$ cat src/rtl/booth_arb_pkg.sv
// Shared types and defaults for the Booth multiplier arbiter and its datapath core.
package booth_arb_pkg;

    typedef enum logic [1:0] {
        IDLE = 2'd0,
        RUN  = 2'd1,
        DONE = 2'd2
    } state_e;

    localparam int DEF_NREQ  = 4;
    localparam int DEF_WIDTH = 8;

    // A single requester still needs a one-bit id field.
    function automatic int id_width(input int n);
        return (n < 2) ? 1 : $clog2(n);
    endfunction

endpackage

$ cat src/rtl/booth_step_core.sv
// Sequential radix-2 Booth datapath: load captures operands, each step does one add/sub and shift.
module booth_step_core
    import booth_arb_pkg::*;
#(
    parameter int WIDTH = DEF_WIDTH
) (
    input  logic               clk,
    input  logic               rst,
    input  logic               load,
    input  logic               step,
    input  logic [WIDTH-1:0]   a,
    input  logic [WIDTH-1:0]   b,
    output logic [2*WIDTH-1:0] product
);

    logic [WIDTH:0]   acc_q, acc_d;
    logic [WIDTH-1:0] q_q, q_d;
    logic [WIDTH-1:0] m_q, m_d;
    logic             qm1_q, qm1_d;
    logic [WIDTH:0]   m_ext;
    logic [WIDTH:0]   sum;

    always_comb begin
        // One guard bit on acc keeps the -2^(WIDTH-1) multiplicand exact when negated.
        m_ext = {m_q[WIDTH-1], m_q};
        case ({q_q[0], qm1_q})
            2'b10:   sum = acc_q - m_ext;
            2'b01:   sum = acc_q + m_ext;
            default: sum = acc_q;
        endcase

        acc_d = acc_q;
        q_d   = q_q;
        qm1_d = qm1_q;
        m_d   = m_q;
        if (load) begin
            acc_d = '0;
            q_d   = b;
            qm1_d = 1'b0;
            m_d   = a;
        end else if (step) begin
            acc_d = {sum[WIDTH], sum[WIDTH:1]};
            q_d   = {sum[0], q_q[WIDTH-1:1]};
            qm1_d = q_q[0];
        end
    end

    always_ff @(posedge clk) begin
        if (rst) begin
            acc_q <= '0;
            q_q   <= '0;
            qm1_q <= 1'b0;
            m_q   <= '0;
        end else begin
            acc_q <= acc_d;
            q_q   <= q_d;
            qm1_q <= qm1_d;
            m_q   <= m_d;
        end
    end

    assign product = {acc_q[WIDTH-1:0], q_q};

endmodule

$ cat src/rtl/booth_mul_arbiter.sv
// Round-robin arbiter sequencing a shared Booth multiplier core.
// Optional BOOTH_ARB_OPCOUNT_EN adds a saturating 16-bit completed-operation counter.
module booth_mul_arbiter
    import booth_arb_pkg::*;
#(
    parameter  int NREQ  = DEF_NREQ,
    parameter  int WIDTH = DEF_WIDTH,
    localparam int IDW   = id_width(NREQ)
) (
    input  logic                  clk,
    input  logic                  rst,
    input  logic [NREQ-1:0]       req_valid,
    input  logic [NREQ*WIDTH-1:0] req_a,
    input  logic [NREQ*WIDTH-1:0] req_b,
    output logic [NREQ-1:0]       req_ready,
    output logic                  rsp_valid,
    input  logic                  rsp_ready,
    output logic [IDW-1:0]        rsp_id,
    output logic [2*WIDTH-1:0]    rsp_product,
    output logic                  busy
`ifdef BOOTH_ARB_OPCOUNT_EN
    ,
    output logic [15:0]           op_count
`endif
);

    localparam int CW = $clog2(WIDTH + 1);

    state_e         state_q, state_d;
    logic [IDW-1:0] ptr_q, ptr_d;
    logic [IDW-1:0] id_q, id_d;
    logic [CW-1:0]  count_q, count_d;
    logic           rsp_valid_q, rsp_valid_d;
    logic           busy_q, busy_d;
    logic           load, step;
    logic [IDW:0]   pick;
    logic           grant_found;
    logic [IDW-1:0] grant_idx;
    logic [WIDTH-1:0] a_arr [NREQ];
    logic [WIDTH-1:0] b_arr [NREQ];

    // Returns {found, index} of the first valid requester at or after p, wrapping.
    function automatic logic [IDW:0] rr_pick(input logic [NREQ-1:0] v, input logic [IDW-1:0] p);
        logic [IDW:0]   r;
        logic [IDW-1:0] sel;
        r = '0;
        for (int k = NREQ - 1; k >= 0; k--) begin
            sel = IDW'((int'(p) + k) % NREQ);
            if (v[sel]) r = {1'b1, sel};
        end
        return r;
    endfunction

    assign pick        = rr_pick(req_valid, ptr_q);
    assign grant_found = pick[IDW];
    assign grant_idx   = pick[IDW-1:0];

    generate
        for (genvar gi = 0; gi < NREQ; gi++) begin : g_req
            assign a_arr[gi]     = req_a[gi*WIDTH +: WIDTH];
            assign b_arr[gi]     = req_b[gi*WIDTH +: WIDTH];
            assign req_ready[gi] = (state_q == IDLE) && grant_found && (grant_idx == IDW'(gi));
        end
    endgenerate

    always_comb begin
        state_d = state_q;
        ptr_d   = ptr_q;
        id_d    = id_q;
        count_d = count_q;
        load    = 1'b0;
        step    = 1'b0;
        case (state_q)
            IDLE: begin
                if (grant_found) begin
                    load    = 1'b1;
                    id_d    = grant_idx;
                    count_d = CW'(WIDTH);
                    state_d = RUN;
                end
            end
            RUN: begin
                // The extra RUN cycle at count==0 keeps latency at WIDTH+1 edges.
                if (count_q != '0) begin
                    step    = 1'b1;
                    count_d = count_q - CW'(1);
                end else begin
                    state_d = DONE;
                end
            end
            DONE: begin
                if (rsp_ready) begin
                    state_d = IDLE;
                    ptr_d   = IDW'((int'(id_q) + 1) % NREQ);
                end
            end
            default: state_d = IDLE;
        endcase
        rsp_valid_d = (state_d == DONE);
        busy_d      = (state_d != IDLE);
    end

    always_ff @(posedge clk) begin
        if (rst) begin
            state_q     <= IDLE;
            ptr_q       <= '0;
            id_q        <= '0;
            count_q     <= '0;
            rsp_valid_q <= 1'b0;
            busy_q      <= 1'b0;
        end else begin
            state_q     <= state_d;
            ptr_q       <= ptr_d;
            id_q        <= id_d;
            count_q     <= count_d;
            rsp_valid_q <= rsp_valid_d;
            busy_q      <= busy_d;
        end
    end

    booth_step_core #(
        .WIDTH(WIDTH)
    ) u_core (
        .clk    (clk),
        .rst    (rst),
        .load   (load),
        .step   (step),
        .a      (a_arr[grant_idx]),
        .b      (b_arr[grant_idx]),
        .product(rsp_product)
    );

    assign rsp_valid = rsp_valid_q;
    assign rsp_id    = id_q;
    assign busy      = busy_q;

`ifdef BOOTH_ARB_OPCOUNT_EN
    logic [15:0] op_count_q, op_count_d;

    always_comb begin
        op_count_d = op_count_q;
        if (rsp_valid_q && rsp_ready && (op_count_q != 16'hFFFF))
            op_count_d = op_count_q + 16'd1;
    end

    always_ff @(posedge clk) begin
        if (rst) op_count_q <= '0;
        else     op_count_q <= op_count_d;
    end

    assign op_count = op_count_q;
`endif

endmodule

$ cat config.mk
export PLATFORM = sky130hd
export DESIGN_NAME = booth_mul_arbiter
export DESIGN_NICKNAME = d
export VERILOG_FILES = /design/src/rtl/booth_arb_pkg.sv /design/src/rtl/booth_step_core.sv /design/src/rtl/booth_mul_arbiter.sv
export SDC_FILE = /design/constraint.sdc
export NUM_CORES = 1
export LEC_CHECK = 0
export CELL_PAD_IN_SITES_DETAIL_PLACEMENT = 2
export CELL_PAD_IN_SITES_GLOBAL_PLACEMENT = 2
export CORE_MARGIN = 3
export CORE_UTILIZATION = 26
export DETAILED_ROUTE_END_ITERATION = 7
export PLACE_DENSITY_LB_ADDON = 0.12
export SLEW_MARGIN = 30
export SYNTH_ARGS = -nofsm -noshare
export SYNTH_HDL_FRONTEND = slang
export SYNTH_HIERARCHICAL = 1
export SYNTH_SLANG_ARGS = --single-unit
$ cat constraint.sdc
create_clock -name clk -period 2.92 [get_ports clk]
set_clock_uncertainty 0.05 [all_clocks]
set_input_delay 0.584 -clock clk [delete_from_list [all_inputs] [get_ports clk]]
set_output_delay 0.584 -clock clk [all_outputs]
set_load 0.1 [all_outputs]
# Yosys cells after proc, flatten, opt, wreduce, memory -nomap -nowiden
# Cells that the tools add are included.
[op_classes] add_sub_neg=7 multipliers=0 shift=0 eq_ne=10 n_reduce_logical=15 div_mod_pow=0 bitwise_logic=1 n_mux=32 order_cmp=5
[op_table] op="$mux W8" n=6
[op_table] op="$bmux W8 S2" n=2
[op_table] op="$pmux W9 S2" n=1
[op_table] op="$lt A2 B3 Y1 const B" n=4
[op_table] op="$mux W3" n=4
[op_table] op="$eq A2 B2 Y1 const B" n=5
[op_table] op="$add A8 B8 Y9" n=1
[op_table] op="$sub A8 B8 Y9" n=1
[op_table] op="$bmux W1 S2" n=4
[op_table] op="$mux W1" n=8
[op_table] op="$mux W4" n=2
[op_table] op="$pmux W4 S2" n=1
[op_table] op="$eq A2 B1 Y1 const B" n=3
[op_table] op="$mux W2" n=3
[op_table] op="$pmux W2 S3" n=1
[op_table] op="$reduce_bool A2 Y1" n=3
[op_table] op="$logic_and A1 B1 Y1" n=5
[op_table] op="$add A2 B1 Y2 const B" n=2
[op_table] op="$add A2 B2 Y2 const B" n=2
[op_table] op="$logic_not A2 Y1" n=2
[op_table] op="$ne A2 B2 Y1 const B" n=2
[op_table] op="$reduce_and A2 Y1" n=2
[op_table] op="$reduce_bool A4 Y1" n=1
[op_table] op="$sub A4 B1 Y4 const B" n=1
[op_table] op="other kinds (4)" n=4
[word_totals] mem_bits_rw=0 latch_bits=0 wordCells=80 out_inout_bits=24 regBits=37 in_bits=71 n_memories=0 rom_bits=0

# Depth between registers and ports, before layout
[logic_depth] depth_word=12 mapped_depth=11 ltp_nobuf=10

# By module
# The synthesis kept the hierarchy.
[modules_own_cells] module="booth_step_core" area_per_inst_um2=1584.0 cells_per_inst=193 instances=1 seq_area_each_um2=500.5
[modules_own_cells] module="booth_mul_arbiter" area_per_inst_um2=1121.1 cells_per_inst=124 instances=1 seq_area_each_um2=240.2

# Least setup slack after synthesis
# No wires, ideal clock.
[synth_timing] kind="input -> output" start="input req_valid[0]" end="output req_ready[2]" path_slack_ns=-1.246 arrival_time_ns=3.532 required_time_ns=2.286 cell_stages=6 path_buffers=2 path_cell_list="a21o_1 > a21oi_1 > o22a_2 > buf_8 > buf_6 > nor3b_1"
[synth_between] elab_chain_cells=8 elab_cells_between_ends=15 classes_between="eq/ne (1); mux (12); reduce/logical (2)"
[synth_rtl] item="from (decl)" line_no="booth_mul_arbiter.sv:12" source="input logic [NREQ-1:0] req_valid,"
[synth_rtl] item="$bmux W1 S2" line_no="booth_mul_arbiter.sv:49" source="if (v[sel]) r = {1'b1, sel};"
[synth_rtl] item="$mux W1 (implied by the code)" line_no="booth_mul_arbiter.sv:49"
[synth_rtl] item="$mux W3 (3 in series)" line_no="booth_mul_arbiter.sv:49"
[synth_rtl] item="$mux W3 *" line_no="booth_mul_arbiter.sv:49"
[synth_rtl] item="$eq A2 B2 Y1 / $logic_and A1 B1 Y1 (equally long branches)" line_no="booth_mul_arbiter.sv:62" source="assign req_ready[gi] = (state_q == IDLE) && grant_found && (grant_idx == IDW'(gi));"
[synth_rtl] item="$logic_and A1 B1 Y1 *" line_no="booth_mul_arbiter.sv:62"
[synth_rtl] item="to (decl)" line_no="booth_mul_arbiter.sv:15" source="output logic [NREQ-1:0] req_ready,"
# Every way passes the cells marked *; elsewhere a longest branch is shown, timed or not. The select of a mux whose other input is x is not followed.

# Worst setup path after layout
[layout_timing] start="input req_valid[1]" end="output req_ready[1]"
[layout_between] elab_chain_cells=8 elab_cells_between_ends=15 classes_between="eq/ne (1); mux (12); reduce/logical (2)"
[layout_rtl] item="$bmux W1 S2" line_no="booth_mul_arbiter.sv:49"
[layout_rtl] item="$mux W1 (implied by the code)" line_no="booth_mul_arbiter.sv:49"
[layout_rtl] item="$mux W3 (3 in series)" line_no="booth_mul_arbiter.sv:49"
[layout_rtl] item="$mux W3 *" line_no="booth_mul_arbiter.sv:49"
[layout_rtl] item="$eq A2 B1 Y1 / $logic_and A1 B1 Y1 (equally long branches)" line_no="booth_mul_arbiter.sv:62"
[layout_rtl] item="$logic_and A1 B1 Y1 *" line_no="booth_mul_arbiter.sv:62"
# Marks and branches as above.

==> flow_metrics.tcl <==
set metrics [dict create \
    die-area_mm2 0.0117 \
    ys_seq_area_share_pct 27.4 \
    grt_start_max_net_pins 33 \
    avgRoutedWirePerCell_um 16.0 \
    core-area_mm2 0.00995 \
    synth_top_area_share_pct 27.4 \
    avgSynthCellArea_um2 8.53 \
    r2r_cells 11 \
    port_buffers 94 \
    whs_path_depth 2 \
    grt.overflow.total 0 \
    max_stage_delay_ns 0.53 \
    start_kind "input port" \
    power_mw 2.39 \
    min_period_ns 2.79 \
    ys_async_sr_fraction_pct 0 \
    clock_latency_ns 0.29 \
    synth_top_cell_by_area "dfxtp_1" \
    syn_to_final_growth_pct 44.4 \
    crit_slowest_cell "clkdlybuf4s50_1" \
    hpwlAfterDp_um 7000 \
    ys.warnings.count 6 \
    antenna_found_initial 0 \
    syn-num-nets 402 \
    timing.rr.start "u_core/q_q[0]$_SDFFE_PP0P_" \
    synthFlopType "dfxtp_1" \
    placedCellCount 536 \
    finalCritPeriodShare_pct 95.5 \
    slew_violations 0 \
    rr_endpoint "u_core/acc_q[7]$_SDFFE_PP0P_" \
    dr.pass1.iters 4 \
    cp_max_fo 5 \
    path_cells "clkdlybuf4s50_1 -> nand2b_1 -> a21oi_1 -> a211oi_4 -> nand2_1 -> nor2_2 -> buf_12" \
    num_antenna_cells 0 \
    cp.arrival_ns 2.16 \
    nFillCells 1136 \
    gp_congestion 0.718 \
    drc 0 \
    die_x_um 108 \
    fin_cells 544 \
    fin_nets 495 \
    synth_edf_count 0 \
    cellLeakagePower_nw 1.60 \
    rsz0062_at_grt "true" \
    path_class "in -> out" \
    grt_use_total_pct 15.2 \
    fp.dieH_um 108 \
    slew_headroom_pct 59.8 \
    viasPerCell 4.84 \
    synth_cell_types 44 \
    first_iter_violations 53 \
    antenna_left 0 \
    peakVddDrop_mv 0.229 \
    setup_viol 0 \
    hold_viol 0 \
    rows 36 \
    crit_required_ns 2.29 \
    hold_path_startpoint "rsp_id[1]$_SDFFE_PP0P_" \
    cts.sinks 37 \
    synthTopCellsByArea "dfxtp_1, mux2i_1, nor2_1" \
    cts_root_buf "clkbuf_8" \
    worstHoldEndpoint "rsp_id[1]$_SDFFE_PP0P_" \
    drive_gt1_share_pct 13.1 \
    syn-cell-area_mm2 0.00271 \
    cts_buffer_depth 2 \
    final_cell_mix "mux2i_1, clkdlybuf4s50_1, nor2_1, dfxtp_1, buf_4" \
    setup_tns_ns 0 \
    fmax_mhz 358 \
    numCtsBuffers 5 \
    powerDensity_mw_per_mm2 612 \
    grt_pass1_vias 2895 \
    cts_tree "built" \
    synth_seq_cells 37 \
    wl_um 8700 \
    vias 2634 \
    status "finished, final reports clean" \
    h-tree-depth 2 \
    clk_pin_slew_ns 0.08 \
    endpoint_kind "output port" \
    cts_setup_buffers 0 \
    ios 95 \
    regToRegSetupSlack_ns 0.26 \
    cap_violations 0 \
    multi_input_comb_area_mm2 0.00182 \
    grt_pass1_wl_um 14200 \
    initial_core_util_pct 27.2 \
    hp-class "reg -> reg" \
    tightest_slew_ns 0.603 \
    seq_area_um2 742 \
    synthCells 317 \
]
==> final cells by class <==
class                           count  area share (%)
Inverter                           14            1.35
Clock inverter                      1           0.224
Clock buffer                        7            2.47
Multi-Input combinational cell    248            46.6
Tap cell                          133            4.26
Sequential cell                    37            19.0
Timing Repair Buffer              104            26.1
==> sequential cells by signal (all words and copies together), names as in the netlist <==
name,flops
ptr_q,2
rsp_valid,1
u_core/m_q,8
rsp_id,2
count_q,4
u_core/qm1_q,1
state_q,2
u_core/acc_q,8
busy,1
u_core/q_q,8
==> critical path, delay by kind of cell <==
| family | cells | cell delay, ns |
|---|---|---|
| buffers and inverters | 2 | 0.72 |
| AOI/OAI and AO/OA | 2 | 0.43 |
| and+or+nand+nor | 3 | 0.42 |
==> stage by stage <==
stage          util [%]  cell area, um^2  hold WS (ns)  worst slack [ns]
2_1_floorplan         -             2720         0.427            -0.264
4_1_cts            39.1             3900         0.454            0.0476
3_5_place_dp       38.1             3790         0.441            0.0614
3_3_place_gp       38.1             3790         0.446             0.123
6_report           39.2             3910         0.446             0.130
5_1_grt            39.2             3910         0.476           -0.0153
==> cell families (layout without fill, tap and decap cells) <==
logic type,Yosys count,in the layout,synth area share [%]
XOR/XNOR,10,10,3.24
buffers and inverters,32,126,6.57
flip-flops,37,37,27.4
AND/OR/NAND/NOR,96,96,16.7
AO/OA/AOI/OAI,57,57,13.0
multiplexers,71,71,26.3
adder cells (fa/ha/maj),14,14,6.75
==> routing by layer <==
metal  up-vias  part of all wire [%]  wire (um)  GRT usage, %
met5         -                     0          0             0
met4         0                  0.68         59          2.71
met3         5                   5.9        511          4.36
met2        61                    49       4240          26.7
met1      1264                    45       3890          18.6
li1       1304                     -          -             -
==> synth_stat cells, types with 3 or more instances <==
cell / number
nor2_1: 48
o21a_1: 3
mux2i_1: 70
a31oi_1: 4
nor3_1: 12
dfxtp_1: 37
buf_2: 5
o21ai_0: 10
clkbuf_1: 7
inv_1: 13
a21oi_1: 24
nor2b_1: 5
ha_1: 13
nor3b_1: 4
a211oi_1: 4
nand2_1: 14
nand2b_1: 4
xor2_1: 8
==> what timing repair did <==
action / in CTS / in global routing
gates resized for setup: 0 / 4
hold buffers: 0 / 0
endpoints found under the setup margin: 0 / 3
==> power breakdown <==
part	total (mW)	leakage [nW]	switching [mW]	internal, mW
logic	1.32	1.24	0.815	0.509
registers	0.651	0.304	0.0735	0.577
clock network	0.415	0.0549	0.197	0.218
total	2.39	1.60	1.09	1.30
==> worst max-delay path by stage <==
| stage | from | to | slack (ns) |
|---|---|---|---|
| floorplan | req_valid[0] | req_ready[2] | -0.26 |
| global placement | req_valid[1] | req_ready[1] | 0.12 |
| detailed placement | req_valid[1] | req_ready[1] | 0.06 |
| CTS | req_valid[1] | req_ready[1] | 0.05 |
| global route | req_valid[1] | req_ready[1] | -0.02 |
| finish | req_valid[1] | req_ready[1] | 0.13 |
Note: power is estimated with default switching activity, not from simulation.
